<file path="src/rtl/mem_arbiter_if.sv">
// Bus bundle between the arbiter, the two cache clients and the unified word memory.
interface mem_arbiter_if #(
  parameter int unsigned AddrW = 10
);
  // icache side
  logic             i_read;
  logic [5:0]       i_address;
  logic [127:0]     i_readdata;
  logic             i_busywait;
  // dcache side
  logic             d_read;
  logic             d_write;
  logic [5:0]       d_address;
  logic [31:0]      d_writedata;
  logic [31:0]      d_readdata;
  logic             d_busywait;
  // unified memory side
  logic             mem_read;
  logic             mem_write;
  logic [AddrW-1:0] mem_address;
  logic [31:0]      mem_writedata;
  logic [31:0]      mem_readdata;
  logic             mem_busywait;

  // The arbiter: responder to both caches, requester towards memory.
  modport slave (
    input  i_read, i_address, d_read, d_write, d_address, d_writedata,
    input  mem_readdata, mem_busywait,
    output i_readdata, i_busywait, d_readdata, d_busywait,
    output mem_read, mem_write, mem_address, mem_writedata
  );

  // The surrounding system: caches plus memory.
  modport master (
    output i_read, i_address, d_read, d_write, d_address, d_writedata,
    output mem_readdata, mem_busywait,
    input  i_readdata, i_busywait, d_readdata, d_busywait,
    input  mem_read, mem_write, mem_address, mem_writedata
  );
endinterface

</file>
<file path="src/rtl/mem_arbiter.sv">
// Shares one 32-bit word port of a unified memory between icache (4-beat 128b blocks)
// and dcache (single-beat 32b blocks). dcache has priority; a write beats a read.
module mem_arbiter #(
  parameter int unsigned AddrW    = 10,
  parameter int unsigned DataBase = 256
) (
  input logic          clk,
  input logic          rst_n,
  mem_arbiter_if.slave bus
);

  typedef enum logic [2:0] {StIdle, StDRd, StDWr, StIRd, StDone} state_e;

  state_e       state_q, state_d;
  logic [1:0]   beat_q;
  logic         gap_q;
  logic [5:0]   i_addr_q;
  logic [5:0]   d_addr_q;
  logic [127:0] i_readdata_q;
  logic [31:0]  d_readdata_q;

  logic d_active;
  logic d_done;
  logic i_beat_done;
  logic i_done;

  assign d_active    = (state_q == StDRd) || (state_q == StDWr);
  assign d_done      = d_active && !bus.mem_busywait;
  // gap_q marks the idle cycle between instruction beats; no word completes then
  assign i_beat_done = (state_q == StIRd) && !gap_q && !bus.mem_busywait;
  assign i_done      = i_beat_done && (beat_q == 2'd3);

  assign bus.i_readdata = i_readdata_q;
  assign bus.d_readdata = d_readdata_q;

  // State register
  always_ff @(posedge clk or negedge rst_n) begin
    if (!rst_n) begin
      state_q <= StIdle;
    end else begin
      state_q <= state_d;
    end
  end

  // Next-state: grant priority in idle, completion on memory ready
  always_comb begin
    state_d = state_q;
    unique case (state_q)
      StIdle: begin
        if (bus.d_write) begin
          state_d = StDWr;
        end else if (bus.d_read) begin
          state_d = StDRd;
        end else if (bus.i_read) begin
          state_d = StIRd;
        end
      end
      StDRd, StDWr: begin
        if (d_done) state_d = StDone;
      end
      StIRd: begin
        if (i_done) state_d = StDone;
      end
      StDone:  state_d = StIdle;
      default: state_d = StIdle;
    endcase
  end

  // Outputs: memory request decode and client stalls
  always_comb begin
    bus.mem_read      = 1'b0;
    bus.mem_write     = 1'b0;
    bus.mem_address   = '0;
    bus.mem_writedata = '0;
    unique case (state_q)
      StDRd: begin
        bus.mem_read    = 1'b1;
        bus.mem_address = AddrW'(DataBase) + AddrW'(d_addr_q);
      end
      StDWr: begin
        bus.mem_write     = 1'b1;
        bus.mem_address   = AddrW'(DataBase) + AddrW'(d_addr_q);
        bus.mem_writedata = bus.d_writedata;
      end
      StIRd: begin
        bus.mem_read    = !gap_q;
        bus.mem_address = AddrW'({i_addr_q, beat_q});
      end
      default: ;
    endcase
    // Stalls follow the request combinationally; reset forces them low
    bus.i_busywait = rst_n && bus.i_read && !i_done;
    bus.d_busywait = rst_n && (bus.d_read || bus.d_write) && !d_done;
  end

  // Datapath: address capture on grant, beat sequencing, read-data capture
  always_ff @(posedge clk or negedge rst_n) begin
    if (!rst_n) begin
      beat_q       <= 2'd0;
      gap_q        <= 1'b0;
      i_addr_q     <= '0;
      d_addr_q     <= '0;
      i_readdata_q <= '0;
      d_readdata_q <= '0;
    end else begin
      // Sampling every idle cycle leaves the grant-edge value held for the transfer
      if (state_q == StIdle) begin
        i_addr_q <= bus.i_address;
        d_addr_q <= bus.d_address;
      end
      if ((state_q == StDRd) && !bus.mem_busywait) begin
        d_readdata_q <= bus.mem_readdata;
      end
      if (state_q == StIRd) begin
        if (gap_q) begin
          gap_q <= 1'b0;
        end else if (!bus.mem_busywait) begin
          i_readdata_q[{beat_q, 5'd0} +: 32] <= bus.mem_readdata;
          // 2-bit counter wraps to 0 after the last beat
          beat_q <= beat_q + 2'd1;
          gap_q  <= (beat_q != 2'd3);
        end
      end
    end
  end

endmodule

</file>
<file path="src/flat_wrapper.sv">
// flat-port wrapper written by rule: the top's interface ports become plain ports
module mem_arbiter_flat 
#(
  parameter int unsigned AddrW    = 10,
  parameter int unsigned DataBase = 256
)
  (clk, rst_n, bus_i_read, bus_i_address, bus_d_read, bus_d_write, bus_d_address, bus_d_writedata, bus_mem_readdata, bus_mem_busywait, bus_i_readdata, bus_i_busywait, bus_d_readdata, bus_d_busywait, bus_mem_read, bus_mem_write, bus_mem_address, bus_mem_writedata);
  mem_arbiter_if #(.AddrW(AddrW)) bus_i ();
  input logic clk;
  input logic rst_n;
  input wire logic [$bits(bus_i.i_read)-1:0] bus_i_read;
  input wire logic [$bits(bus_i.i_address)-1:0] bus_i_address;
  input wire logic [$bits(bus_i.d_read)-1:0] bus_d_read;
  input wire logic [$bits(bus_i.d_write)-1:0] bus_d_write;
  input wire logic [$bits(bus_i.d_address)-1:0] bus_d_address;
  input wire logic [$bits(bus_i.d_writedata)-1:0] bus_d_writedata;
  input wire logic [$bits(bus_i.mem_readdata)-1:0] bus_mem_readdata;
  input wire logic [$bits(bus_i.mem_busywait)-1:0] bus_mem_busywait;
  output wire logic [$bits(bus_i.i_readdata)-1:0] bus_i_readdata;
  output wire logic [$bits(bus_i.i_busywait)-1:0] bus_i_busywait;
  output wire logic [$bits(bus_i.d_readdata)-1:0] bus_d_readdata;
  output wire logic [$bits(bus_i.d_busywait)-1:0] bus_d_busywait;
  output wire logic [$bits(bus_i.mem_read)-1:0] bus_mem_read;
  output wire logic [$bits(bus_i.mem_write)-1:0] bus_mem_write;
  output wire logic [$bits(bus_i.mem_address)-1:0] bus_mem_address;
  output wire logic [$bits(bus_i.mem_writedata)-1:0] bus_mem_writedata;
  assign bus_i.i_read = bus_i_read;
  assign bus_i.i_address = bus_i_address;
  assign bus_i.d_read = bus_d_read;
  assign bus_i.d_write = bus_d_write;
  assign bus_i.d_address = bus_d_address;
  assign bus_i.d_writedata = bus_d_writedata;
  assign bus_i.mem_readdata = bus_mem_readdata;
  assign bus_i.mem_busywait = bus_mem_busywait;
  assign bus_i_readdata = bus_i.i_readdata;
  assign bus_i_busywait = bus_i.i_busywait;
  assign bus_d_readdata = bus_i.d_readdata;
  assign bus_d_busywait = bus_i.d_busywait;
  assign bus_mem_read = bus_i.mem_read;
  assign bus_mem_write = bus_i.mem_write;
  assign bus_mem_address = bus_i.mem_address;
  assign bus_mem_writedata = bus_i.mem_writedata;
  mem_arbiter #(.AddrW(AddrW), .DataBase(DataBase)) u_core (.clk(clk), .rst_n(rst_n), .bus(bus_i));
endmodule
</file>
<file path="config.mk">
export PLATFORM = sky130hd
export DESIGN_NAME = mem_arbiter_flat
export DESIGN_NICKNAME = d
export VERILOG_FILES = /design/src/rtl/mem_arbiter_if.sv /design/src/rtl/mem_arbiter.sv /design/src/flat_wrapper.sv
export SDC_FILE = /design/constraint.sdc
export NUM_CORES = 1
export LEC_CHECK = 0
export CAP_MARGIN = 0
export CORE_ASPECT_RATIO = 0.9
export CORE_MARGIN = 2
export CORE_UTILIZATION = 49
export DETAILED_ROUTE_END_ITERATION = 8
export GPL_TIMING_DRIVEN = 0
export MAX_ROUTING_LAYER = met4
export PLACE_DENSITY = 0.86
export SLEW_MARGIN = 20
export SYNTH_ARGS = -nofsm -noshare
export SYNTH_HDL_FRONTEND = slang
export SYNTH_SLANG_ARGS = --single-unit
</file>
<file path="constraint.sdc">
create_clock -name clk -period 3.9 [get_ports clk]
set_clock_uncertainty 0.1 [all_clocks]
set_input_delay 0.975 -clock clk [delete_from_list [all_inputs] [get_ports clk]]
set_output_delay 0.975 -clock clk [all_outputs]
set_load 0.02 [all_outputs]
</file>
=== Word level (Yosys, flattened, before mapping) ===
Index checks and enable logic that the tools add are counted.

* Add/sub/neg operators: 3
* Eq/ne operators: 8
* Shift-type cells: 2
* Muxes and demuxes: 13
* Bitwise operators: 2
* Reductions and logical operators: 19

{| class="wikitable"
|+ Operators by type and width
! kind !! count
|-
| bitwise mux 128 bit || 1
|-
| variable shift 32 x 9 -> 128 bit, first input constant || 1
|-
| variable part select 32 x 9 -> 128 bit || 1
|-
| two-way mux 32 bit || 1
|-
| one-hot mux 10 bit (2 select lines) || 1
|-
| two-way mux 3 bit || 5
|-
| adder 9 x 6 -> 10 bit, first input constant || 1
|-
| logical AND 1 bit || 9
|-
| negator 7 -> 9 bit || 1
|-
| one-hot mux 3 bit (3 select lines) || 1
|-
| equality test 3 x 2 -> 1 bit, second input constant || 2
|-
| AND reduction 3 bit || 2
|-
| zero test 1 bit || 4
|-
| != test 2 x 1 -> 1 bit, second input constant || 2
|-
| != test 4 bit, second input constant || 1
|-
| equality test 3 x 1 -> 1 bit, second input constant || 1
|-
| zero test 3 bit || 1
|-
| two-way mux 1 bit || 3
|-
| adder 2 x 1 -> 2 bit, second input constant || 1
|-
| equality test 2 bit, second input constant || 1
|-
| logical OR 1 bit || 2
|-
| != test 2 bit, second input constant || 1
|-
| NOT 1 bit || 2
|-
| one-hot mux 1 bit (2 select lines) || 1
|-
| OR reduction 2 bit || 1
|}

* Register bits after elaboration: 178
* Input port bits: 82
* Output and inout bits: 206
* Logic and storage cells: 54

=== Logic depth before layout (Yosys ltp) ===
Gate-level depths: netlist of run 1.

* Depth in word-level cells: 6
* Gate-level depth with buffers: 8

=== Worst setup path after synthesis of run 1 ===
No wires, ideal clock.

* Path type: input -> output
* Start: input bus_mem_busywait
* End: output bus_i_busywait
* Data arrival time: 1854 ps
* Data required time: 2825 ps
* Slack: 971 ps
* Stages: 5
* Buffers on the path: 2
* Path through: nor2_1 and3_1 buf_2 buf_2 nor2_1

* Longest elaborated chain between the ends: 5

{| class="wikitable"
|+ Ends and longest elaborated chain
! item !! line !! text
|-
| start, declared || flat_wrapper.sv:18 || <nowiki>input wire logic [$bits(bus_i.mem_busywait)-1:0] bus_mem_busywait;</nowiki>
|-
| zero test 1 bit || mem_arbiter.sv:30 || <nowiki>assign i_beat_done = (state_q == StIRd) && !gap_q && !bus.mem_busywait;</nowiki>
|-
| logical AND 1 bit || mem_arbiter.sv:30 ||
|-
| logical AND 1 bit || mem_arbiter.sv:31 || <nowiki>assign i_done = i_beat_done && (beat_q == 2'd3);</nowiki>
|-
| zero test 1 bit || mem_arbiter.sv:92 || <nowiki>bus.i_busywait = rst_n && bus.i_read && !i_done;</nowiki>
|-
| logical AND 1 bit || mem_arbiter.sv:92 ||
|-
| end, declared || flat_wrapper.sv:20 || <nowiki>output wire logic [$bits(bus_i.i_busywait)-1:0] bus_i_busywait;</nowiki>
|}

Every way passes these cells.

=== Worst setup path after layout of run 1 ===
Ends and elaborated chain as after synthesis.

==> summary.txt, run 1 <==
Outcome
  • Status: completed

Flow run
  • Max Cap Viol: 0

Placement
  • GP Congestion: 0.827
  • PortBufs: 286
  • Post-detail-place hpwl: 16400 um

Floorplanning
  • Starting Density: 50.0%
  • Die area: 17500 sq um
  • DIE WIDTH: 139 um
  • Area of the core: 16100 sq um
  • Die H: 126 um
  • FP Rows: 44
  • Boundary Pins: 288

Critical path
  • Reg2reg path depth: 7
  • Worst EP required: 2.82 ns
  • R2R Path Start: u_core.beat_q[0]
  • Crit path largest cell delay: 0.52 ns
  • Max stage delay cell, worst path: clkdlybuf4s50_1
  • Flop2flop setup slack: 1.05 ns
  • Reg2reg end: u_core.bus.i_readdata[97]
  • Critical-path maximum fanout: 10
  • Worst-path cell chain: clkdlybuf4s50_1 -> nor2_2 -> and3_1 -> buf_2 -> buf_6 -> nor2_1 -> dlygate4sd2_1
  • Crit. End Element: primary output
  • Crit path DAT: 2.68 ns
  • Critical path startpoint category: primary input
  • Worst setup path category: primary input to primary output

Routing
  • Drt total wl: 23000 um
  • DRC: 0
  • TritonRoute pass-1 iters: 5
  • Avg WL per Cell: 17.9 um
  • Vias/cell: 4.97
  • Vias: 6414
  • Initial DRC Count: 286
  • Post-route ant nets: 0

Finish
  • Fill count: 1150
  • Antenna diode count: 0
  • Most common cell after layout, fill and taps aside: clkdlybuf4s50_1
  • Area growth syn-to-layout: 47.5%
  • Layout cell share with drive strength beyond 1: 8.86%
  • Most frequent cells in the layout: clkdlybuf4s50_1 (284), dfrtp_1 (178), nand2_1 (168)
  • Fin nets: 1157

GRT
  • All-Layer GR Usage: 27.9%
  • Initial antenna violation count: 0
  • Number of global-route vias before repair: 6707
  • First-pass GRT wire length: 36600 um
  • Largest net degree at the start of global routing: 84
  • Remaining global-route overflow: 0

STA
  • Max-slew headroom: 46.8%
  • RSZ-0062 raised after global routing: false
  • Final setup vio count: 0
  • Final Hold Fails: 0
  • Worst-margin pin slew: 0.797 ns
  • Upper clock frequency limit: 0.266 GHz
  • Period utilization: 96.4%
  • Min Tclk post-route: 3.76 ns
  • Fin. max-slew vios: 0
  • Setup TNS: 0 ns

Power and ir drop
  • Overall Power: 10.5 mW
  • VDD IR max: 0.509 mV
  • LEAKAGE: 5.26 nW
  • Power per standard cell area: 882 nW/um^2

Clock network
  • Clk buf depth: 2
  • Clk sinks: 178
  • Skew-Pair Late Insertion Delay: 0.43 ns
  • Clk pin slew, worst setup/hold paths: 0.07 ns
  • Num CTS Buffers: 17
  • Root buf cell: clkbuf_16
  • Htree depth: 4
  • CTS tree: yes
  • Hold_buf cts: 0
  • Postcts setup bufs: 0

Logic synthesis
  • Post-Syn Nets: 850
  • Mean Syn Cell Area: 10.6 sq um
  • Yosys reg bits: 178
  • Seq/Total Area, Yosys: 55.2%
  • Gate Count Post-Synth: 763
  • Cell Area, Synth: 8070 sq um
  • Netlist cell types: 35
  • Syn. warnings: 0

Min path
  • HP Class: primary input to asynchronous set/reset pin
[report_power, final]
| part | internal, mW | switching (mW) |
|---|---|---|
| registers | 2.74 | 0.503 |
| clock network | 1.08 | 0.770 |
| logic | 2.47 | 2.94 |
| total | 6.28 | 4.21 |
[registers in the layout, summed over array words and instances (netlist names)]
register,cells
u_core.state_q,3
u_core.beat_q,2
u_core.i_addr_q,6
u_core.d_addr_q,6
u_core.bus.d_readdata,32
u_core.bus.i_readdata,128
u_core.gap_q,1
[per-stage QoR]
stage / cell area (sq um) / std cells / utilization (%) / hold WS, ns / worst slack (ns)
global route: 11900 / 1290 / 73.8 / 0.390 / 0.0154
detailed placement: 11200 / 1257 / 69.6 / 0.364 / -0.323
floorplan: 8070 / 763 / - / 0.337 / 0.971
global placement: 11200 / 1256 / 69.4 / 0.352 / -6.33
finish: 11900 / 1290 / 73.8 / 0.352 / 0.142
CTS: 11900 / 1290 / 73.7 / 0.380 / 0.0721
[worst max-delay path: cells and delay by family]
kind | cells | cell delay, ns
buf+inv | 4 | 1.28
simple gates | 3 | 0.42
[cell type report]
cell class                 instances  area, sq um  share of cell area (%)
buffer                            43          238                    2.00
inverter                         130          488                    4.10
clock buffer                      20          467                    3.92
multi-input combinational        412         2890                    24.3
tap                              207          259                    2.18
sequential                       178         4450                    37.4
clock inverter                    12          165                    1.39
timing repair buffer             288         2930                    24.6
[synthesized netlist by cell type]
library cell | count | area [sq um]
a21o_1 | 1 | 7.51
a21oi_1 | 1 | 5.00
a22o_1 | 6 | 52.6
a32oi_1 | 1 | 8.76
and2_1 | 35 | 219
and3_1 | 4 | 25.0
and3b_1 | 2 | 17.5
buf_2 | 11 | 55.1
buf_4 | 9 | 67.6
buf_6 | 3 | 33.8
clkbuf_1 | 20 | 75.1
conb_1 | 1 | 3.75
dfrtp_1 | 178 | 4450
ha_1 | 5 | 62.6
inv_1 | 130 | 488
maj3_1 | 1 | 10.0
mux2_1 | 2 | 22.5
mux2_2 | 35 | 394
mux2i_1 | 126 | 1260
nand2_1 | 168 | 631
nand3b_1 | 1 | 7.51
nor2_1 | 2 | 7.51
nor2_2 | 1 | 6.26
nor2b_1 | 1 | 6.26
nor3_1 | 3 | 15.0
nor3_4 | 1 | 16.3
nor3b_1 | 6 | 45.0
nor4_1 | 1 | 6.26
o2111a_1 | 1 | 11.3
o21ai_0 | 1 | 5.00
o22ai_1 | 2 | 12.5
or3_1 | 1 | 6.26
or3b_1 | 1 | 8.76
xnor2_1 | 1 | 8.76
xor2_1 | 1 | 8.76
[cell families (layout without fill, tap and decap cells)]
logic type | Yosys count | count (layout) | synth area share, %
AOI/OAI and AO/OA | 13 | 13 | 1.27
DFF | 178 | 178 | 55.2
xor gates and xnor gates | 2 | 2 | 0.217
other | 1 | 1 | 0.0465
muxes | 163 | 163 | 20.8
adders and majority gates | 6 | 6 | 0.900
buffers and inverters | 173 | 493 | 8.92
and+or+nand+nor | 227 | 227 | 12.6
[repair_timing]
item,in CTS,in global routing
setup endpoints to repair,2,1
gates resized for setup,4,1
gates cloned,1,0
[worst max path at each step]
| stage | cells past startpoint | start | slack [ns] | end |
|---|---|---|---|---|
| after CTS | 7 | bus_mem_busywait | 0.07 | bus_i_busywait |
| after detailed placement | 7 | bus_mem_busywait | -0.32 | bus_i_busywait |
| after floorplan | 5 | bus_mem_busywait | 0.97 | bus_i_busywait |
| after global placement | 4 | rst_n | -6.33 | bus_d_busywait |
| after global routing | 5 | rst_n | 0.02 | bus_d_busywait |
| final | 7 | bus_mem_busywait | 0.14 | bus_i_busywait |
[metal layers]
metal | share of wire [%] | global-route usage (%)
met2 | 49 | 45.6
met3 | 6.5 | 6.88
met5 | 0 | -
met4 | 2.4 | 9.69
met1 | 42 | 33.9
No activity file was read; power rests on OpenSTA's default activity.
==> inputs of run 2 (changes only) <==
--- a/config.mk
+++ b/config.mk
@@ -13,6 +13,7 @@
 export GPL_TIMING_DRIVEN = 0
 export MAX_ROUTING_LAYER = met4
 export PLACE_DENSITY = 0.86
+export REMOVE_ABC_BUFFERS = 1
 export SLEW_MARGIN = 20
 export SYNTH_ARGS = -nofsm -noshare
 export SYNTH_HDL_FRONTEND = slang
==> run 2 against run 1 <==
Net effect:
- sequential cell count is the same
- first-iteration DRC count grew 44%
- final area shrank 0.85%
- final cell count shrank 2.0%
- non-clock buffer count shrank 27
- sequential share of layout area grew 0.32 points
- clock-buffer cell count shrank 2
- critical path type is now register to primary output
- largest cell class unchanged
==> summary.txt, run 2 (synthesis gave the netlist of run 1 again) <==
Power and ir drop
  • VDD IR max: 0.517 mV (+1.6%)
  • Overall Power: 10.3 mW (-1.9%)
  • Power per standard cell area: 873 nW/um^2 (-1.0%)
  • LEAKAGE: 5.15 nW (-2.0%)

Routing
  • Drt total wl: 23300 um (+0.96%)
  • Vias: 6373 (-0.64%)
  • Vias/cell: 5.04 (+1.4%)
  • DRC: 0 (unchanged)
  • Avg WL per Cell: 18.4 um (+3.0%)
  • Post-route ant nets: 0 (unchanged)
  • Initial DRC Count: 412 (+44%)
  • TritonRoute pass-1 iters: 5 (unchanged)

Clock network
  • Num CTS Buffers: 17 (unchanged)
  • Root buf cell: clkbuf_16
  • Clk buf depth: 2 (unchanged)
  • Hold_buf cts: 0 (unchanged)
  • Htree depth: 4 (unchanged)
  • CTS tree: yes
  • Clk sinks: 178 (unchanged)
  • Clk pin slew, worst setup/hold paths: 0.07 ns (about the same)
  • Skew-Pair Late Insertion Delay: 0.42 ns (about the same)

Placement
  • Area after DPL: 11200 sq um (+0.12%)
  • GP Congestion: 0.809 (-2.2%)
  • PortBufs: 286 (unchanged)
  • Post-detail-place hpwl: 16500 um (+0.93%)

Critical path
  • Critical path startpoint category: register
  • Worst setup path category: register to primary output
  • Worst EP required: 2.82 ns (about the same)
  • Critical-path maximum fanout: 19 (+9)
  • Crit path DAT: 2.65 ns (-0.03 ns)
  • Crit. End Element: primary output

Finish
  • Area growth syn-to-layout: 46.2%
  • Layout cell share with drive strength beyond 1: 9.27% (+0.41 points)
  • Most frequent cells in the layout: clkdlybuf4s50_1 (285), dfrtp_1 (178), nand2_1 (168)
  • Fill count: 1147 (-0.26%)
  • Multi-input logic area: 2950 sq um (+1.8%)
  • Antenna diode count: 0 (unchanged)
  • Max reg flops: 128 (unchanged)
  • Fin nets: 1131 (-2.2%)
  • Most common cell after layout, fill and taps aside: clkdlybuf4s50_1
  • Fin area: 11800 sq um (-0.85%)
  • Post-Route Utilization: 73.1% (-0.63 points)
  • Reg area: 4450 sq um (unchanged)

Outcome
  • Status: completed

Floorplanning
  • Area of the core: 16100 sq um (unchanged)
  • Starting Density: 50.0% (unchanged)
  • Die H: 126 um (unchanged)
  • FP Rows: 44 (unchanged)
  • Die area: 17500 sq um (unchanged)
  • DIE WIDTH: 139 um (unchanged)
  • Boundary Pins: 288 (unchanged)

Flow run
  • Max Cap Viol: 0 (unchanged)

GRT
  • Largest net degree at the start of global routing: 100 (+19%)
  • Number of global-route vias before repair: 6606 (-1.5%)
  • Initial antenna violation count: 0 (unchanged)
  • First-pass GRT wire length: 36300 um (-0.77%)
  • All-Layer GR Usage: 27.6% (-0.28 points)
  • Remaining global-route overflow: 0 (unchanged)

Min path
  • HP Class: register to register

STA
  • Min Tclk post-route: 3.73 ns (-0.0283 ns)
  • Final setup vio count: 0 (unchanged)
  • RSZ-0062 raised after global routing: false
  • Hold slack: 0.382 ns (+0.0302 ns)
  • Upper clock frequency limit: 0.268 GHz (+0.76%)
  • Max-slew headroom: 39.7% (-7.1 points)
  • Fin. max-slew vios: 0 (unchanged)
  • Period utilization: 95.6% (-0.73 points)
  • Final Hold Fails: 0 (unchanged)
  • Worst-margin pin slew: 0.900 ns (+0.103 ns)
  • Setup TNS: 0 ns (unchanged)
-- run 2: repair_timing --
action	CTS	global route
pin swaps	1	0
resized for setup	1	1
cloned	1	0
endpoints found under the setup margin	2	1
buffers inserted	1	0
-- run 2: through the flow --
stage	setup slack [ns]	std cells
after floorplan	0.196	720
after global placement	-6.26	1213
after detailed placement	-0.328	1230
after CTS	0.0523	1264
after global routing	0.0575	1264
final	0.170	1264
-- run 2: per-layer routing --
metal	routed length, um	vias up	global-route usage [%]	part of all wire [%]
met2	11800	244	46.9	51
met1	9890	3169	34.0	43
met4	404	0	7.90	1.7
met3	1200	28	5.06	5.2
li1	-	2932	-	-
met5	0	-	-	0
-- run 2: worst paths after layout --
check | from | cells past startpoint | to | slack [ns]
min reg2reg | u_core.d_addr_q[4] | 2 | u_core.d_addr_q[4] | 0.38
max reg2reg | u_core.beat_q[0] | 7 | u_core.bus.i_readdata[120] | 1.22
min | u_core.d_addr_q[4] | 2 | u_core.d_addr_q[4] | 0.38
max | u_core.state_q[1] | 4 | bus_mem_writedata[15] | 0.17
max in group asynchronous | rst_n | 2 | u_core.bus.d_readdata[13] | 2.36
min in group asynchronous | rst_n | 1 | u_core.bus.d_readdata[10] | 0.43
-- run 2: report_power, final --
| group | internal (mW) | switching (mW) | total (mW) |
|---|---|---|---|
| Sequential | 2.74 | 0.552 | 3.29 |
| Combinational | 2.51 | 2.92 | 5.43 |
| Clock | 0.823 | 0.753 | 1.58 |
-- run 2: layout make-up --
class                      count  area share, %
tap                          207           2.20
clock buffer                  18           3.64
clock inverter                14          0.923
inverter                     130           4.14
timing repair buffer         304           26.4
multi-input combinational    413           25.0
sequential                   178           37.8
-- run 2: worst max-delay path, cell delays in order (launching register included) --
cell and delay [ns]:
dfrtp_1 0.60, nor3b_4 0.49, buf_4 0.28, and2_1 0.23
clkdlybuf4s50_1 0.63
==> inputs of run 3 (changes only) <==
--- a/config.mk
+++ b/config.mk
@@ -7,7 +7,6 @@
 export LEC_CHECK = 0
 export CAP_MARGIN = 0
 export CORE_ASPECT_RATIO = 0.9
-export CORE_MARGIN = 2
 export CORE_UTILIZATION = 49
 export DETAILED_ROUTE_END_ITERATION = 8
 export GPL_TIMING_DRIVEN = 0
==> run 3 against run 2 <==
Net effect:
- utilization grew 0.27 points
- register-to-register slack gained 0.03 ns
- hold slack lost 0.055 ns
- sequential share of layout area shrank 0.14 points
- final area grew 0.37%
- via count shrank 0.16%
- critical path type is now primary input to primary output
==> summary.txt, run 3 (synthesis gave the netlist of run 1 again) <==
Floorplanning
  • Area of the core: 16100 sq um (unchanged)
  • Die H: 124 um (-1.6%)
  • Die area: 17000 sq um (-3.0%)
  • DIE WIDTH: 137 um (-1.4%)
  • Starting Density: 50.0% (unchanged)
  • Boundary Pins: 288 (unchanged)
  • FP Rows: 44 (unchanged)

Routing
  • Initial DRC Count: 312 (-24%)
  • DRC: 0 (unchanged)
  • Vias: 6363 (-0.16%)
  • Metal-1 WL: 9280 um (-6.2%)
  • Post-route ant nets: 0 (unchanged)
  • TritonRoute pass-1 iters: 4 (-1)
  • Avg WL per Cell: 17.9 um (-2.9%)
  • Vias/cell: 5.03 (-0.24%)
  • Top Metal Used: met4
  • Routed wl met2: 11500 um (-2.5%)
  • Wire length on met3: 1300 um (+8.0%)
  • Drt total wl: 22600 um (-2.8%)

Min path
  • HP Class: primary input to asynchronous set/reset pin

Critical path
  • Critical path startpoint category: primary input
  • R2R Path Start: u_core.beat_q[0]
  • Crit. End Element: primary output
  • Critical Path Source: bus_mem_busywait
  • Critical-path maximum fanout: 6 (-13)
  • Worst setup path category: primary input to primary output
  • Worst EP required: 2.82 ns (about the same)
  • Crit path DAT: 2.68 ns (+0.03 ns)

Finish
  • Most common cell after layout, fill and taps aside: clkdlybuf4s50_1
  • Layout cell share with drive strength beyond 1: 9.17% (-0.10 points)
  • Fin nets: 1132 (+0.088%)
  • Area growth syn-to-layout: 46.8%
  • Most frequent cells in the layout: clkdlybuf4s50_1 (285), dfrtp_1 (178), nand2_1 (168)
  • Antenna diode count: 0 (unchanged)
  • Fin area: 11800 sq um (+0.37%)
  • Max reg flops: 128 (unchanged)
  • Post-Route Utilization: 73.4% (+0.27 points)

GRT
  • First-pass GRT wire length: 34300 um (-5.6%)
  • Initial antenna violation count: 0 (unchanged)
  • All-Layer GR Usage: 28.0% (+0.43 points)
  • Largest net degree at the start of global routing: 69 (-31%)
  • Remaining global-route overflow: 0 (unchanged)
  • Number of global-route vias before repair: 6530 (-1.2%)

STA
  • Max-slew headroom: 40.5% (+0.78 points)
  • Period utilization: 96.2% (+0.55 points)
  • Fin. max-slew vios: 0 (unchanged)
  • Final Hold Fails: 0 (unchanged)
  • RSZ-0062 raised after global routing: false
  • Final setup vio count: 0 (unchanged)
  • Upper clock frequency limit: 0.267 GHz (-0.58%)
  • Worst-margin pin slew: 0.888 ns (-0.0116 ns)
  • Min Tclk post-route: 3.75 ns (+0.0216 ns)

Clock network
  • Htree depth: 4 (unchanged)
  • Clk pin slew, worst setup/hold paths: 0.07 ns (about the same)
  • Skew-Pair Late Insertion Delay: 0.42 ns (about the same)
  • Num CTS Buffers: 17 (unchanged)
  • Clk sinks: 178 (unchanged)
  • CTS tree: yes
  • Hold_buf cts: 0 (unchanged)
  • Root buf cell: clkbuf_16
  • Clk buf depth: 2 (unchanged)

Placement
  • GP Congestion: 0.806 (-0.38%)
  • PortBufs: 286 (unchanged)
  • Post-detail-place hpwl: 16200 um (-2.2%)
  • Area after DPL: 11300 sq um (+0.37%)

Power and ir drop
  • VDD IR max: 0.502 mV (-2.9%)
  • Power per standard cell area: 871 nW/um^2 (-0.23%)
  • LEAKAGE: 5.17 nW (+0.39%)
  • Overall Power: 10.3 mW (+0.14%)

Flow run
  • Max Cap Viol: 0 (unchanged)

Outcome
  • Status: completed
## run 3: cell type report
type	count	area (sq um)
sequential	178	4450
fill	1161	4290
timing repair buffer	306	3150
multi-input combinational	412	2940
inverter	130	488
clock buffer	20	447
tap	207	259
clock inverter	12	100
## run 3: worst paths after layout
check / to / slack, ns / cells after the start
setup / recovery: bus_i_busywait / 0.15 / 5
hold reg to reg: u_core.d_addr_q[2] / 0.38 / 2
max in group asynchronous: u_core.i_addr_q[2] / 2.69 / 2
min in group clk: u_core.d_addr_q[2] / 0.38 / 2
hold / removal: u_core.bus.d_readdata[10] / 0.33 / 1
setup reg to reg: u_core.bus.i_readdata[111] / 1.25 / 7
## run 3: repair_timing
action,CTS,global route
buffers inserted,1,0
pin swaps,1,0
setup endpoints to repair,1,18
gates resized for setup,1,1
## run 3: worst max-delay path: stages
cell and delay [ns]:
clkdlybuf4s50_1 0.60, nor2_1 0.13, and3_4 0.18, nor2_1 0.09, clkdlybuf4s50_1 0.70
## run 3: layer usage
metal | GRT usage, % | vias to the layer above
li1 | - | 2925
met1 | 32.2 | 3147
met2 | 47.8 | 258
met3 | 6.27 | 33
met4 | 10.8 | 0
met5 | - | -
## run 3: power breakdown
group	switching, mW	internal (mW)	total, mW	leakage, nW
combinational	2.92	2.51	5.43	2.88
clock	0.760	0.847	1.61	0.260
sequential	0.542	2.74	3.28	2.03
## run 3: through the flow
stage          cells  hold slack, ns  setup TNS [ns]  setup slack [ns]
3_3_place_gp    1213           0.350        -1191.22             -6.27
3_5_place_dp    1232           0.365          -0.160            -0.160
6_report        1265           0.327               0             0.149
4_1_cts         1265           0.336               0            0.0874
2_1_floorplan    720           0.337               0             0.196
5_1_grt         1265           0.343               0            0.0749
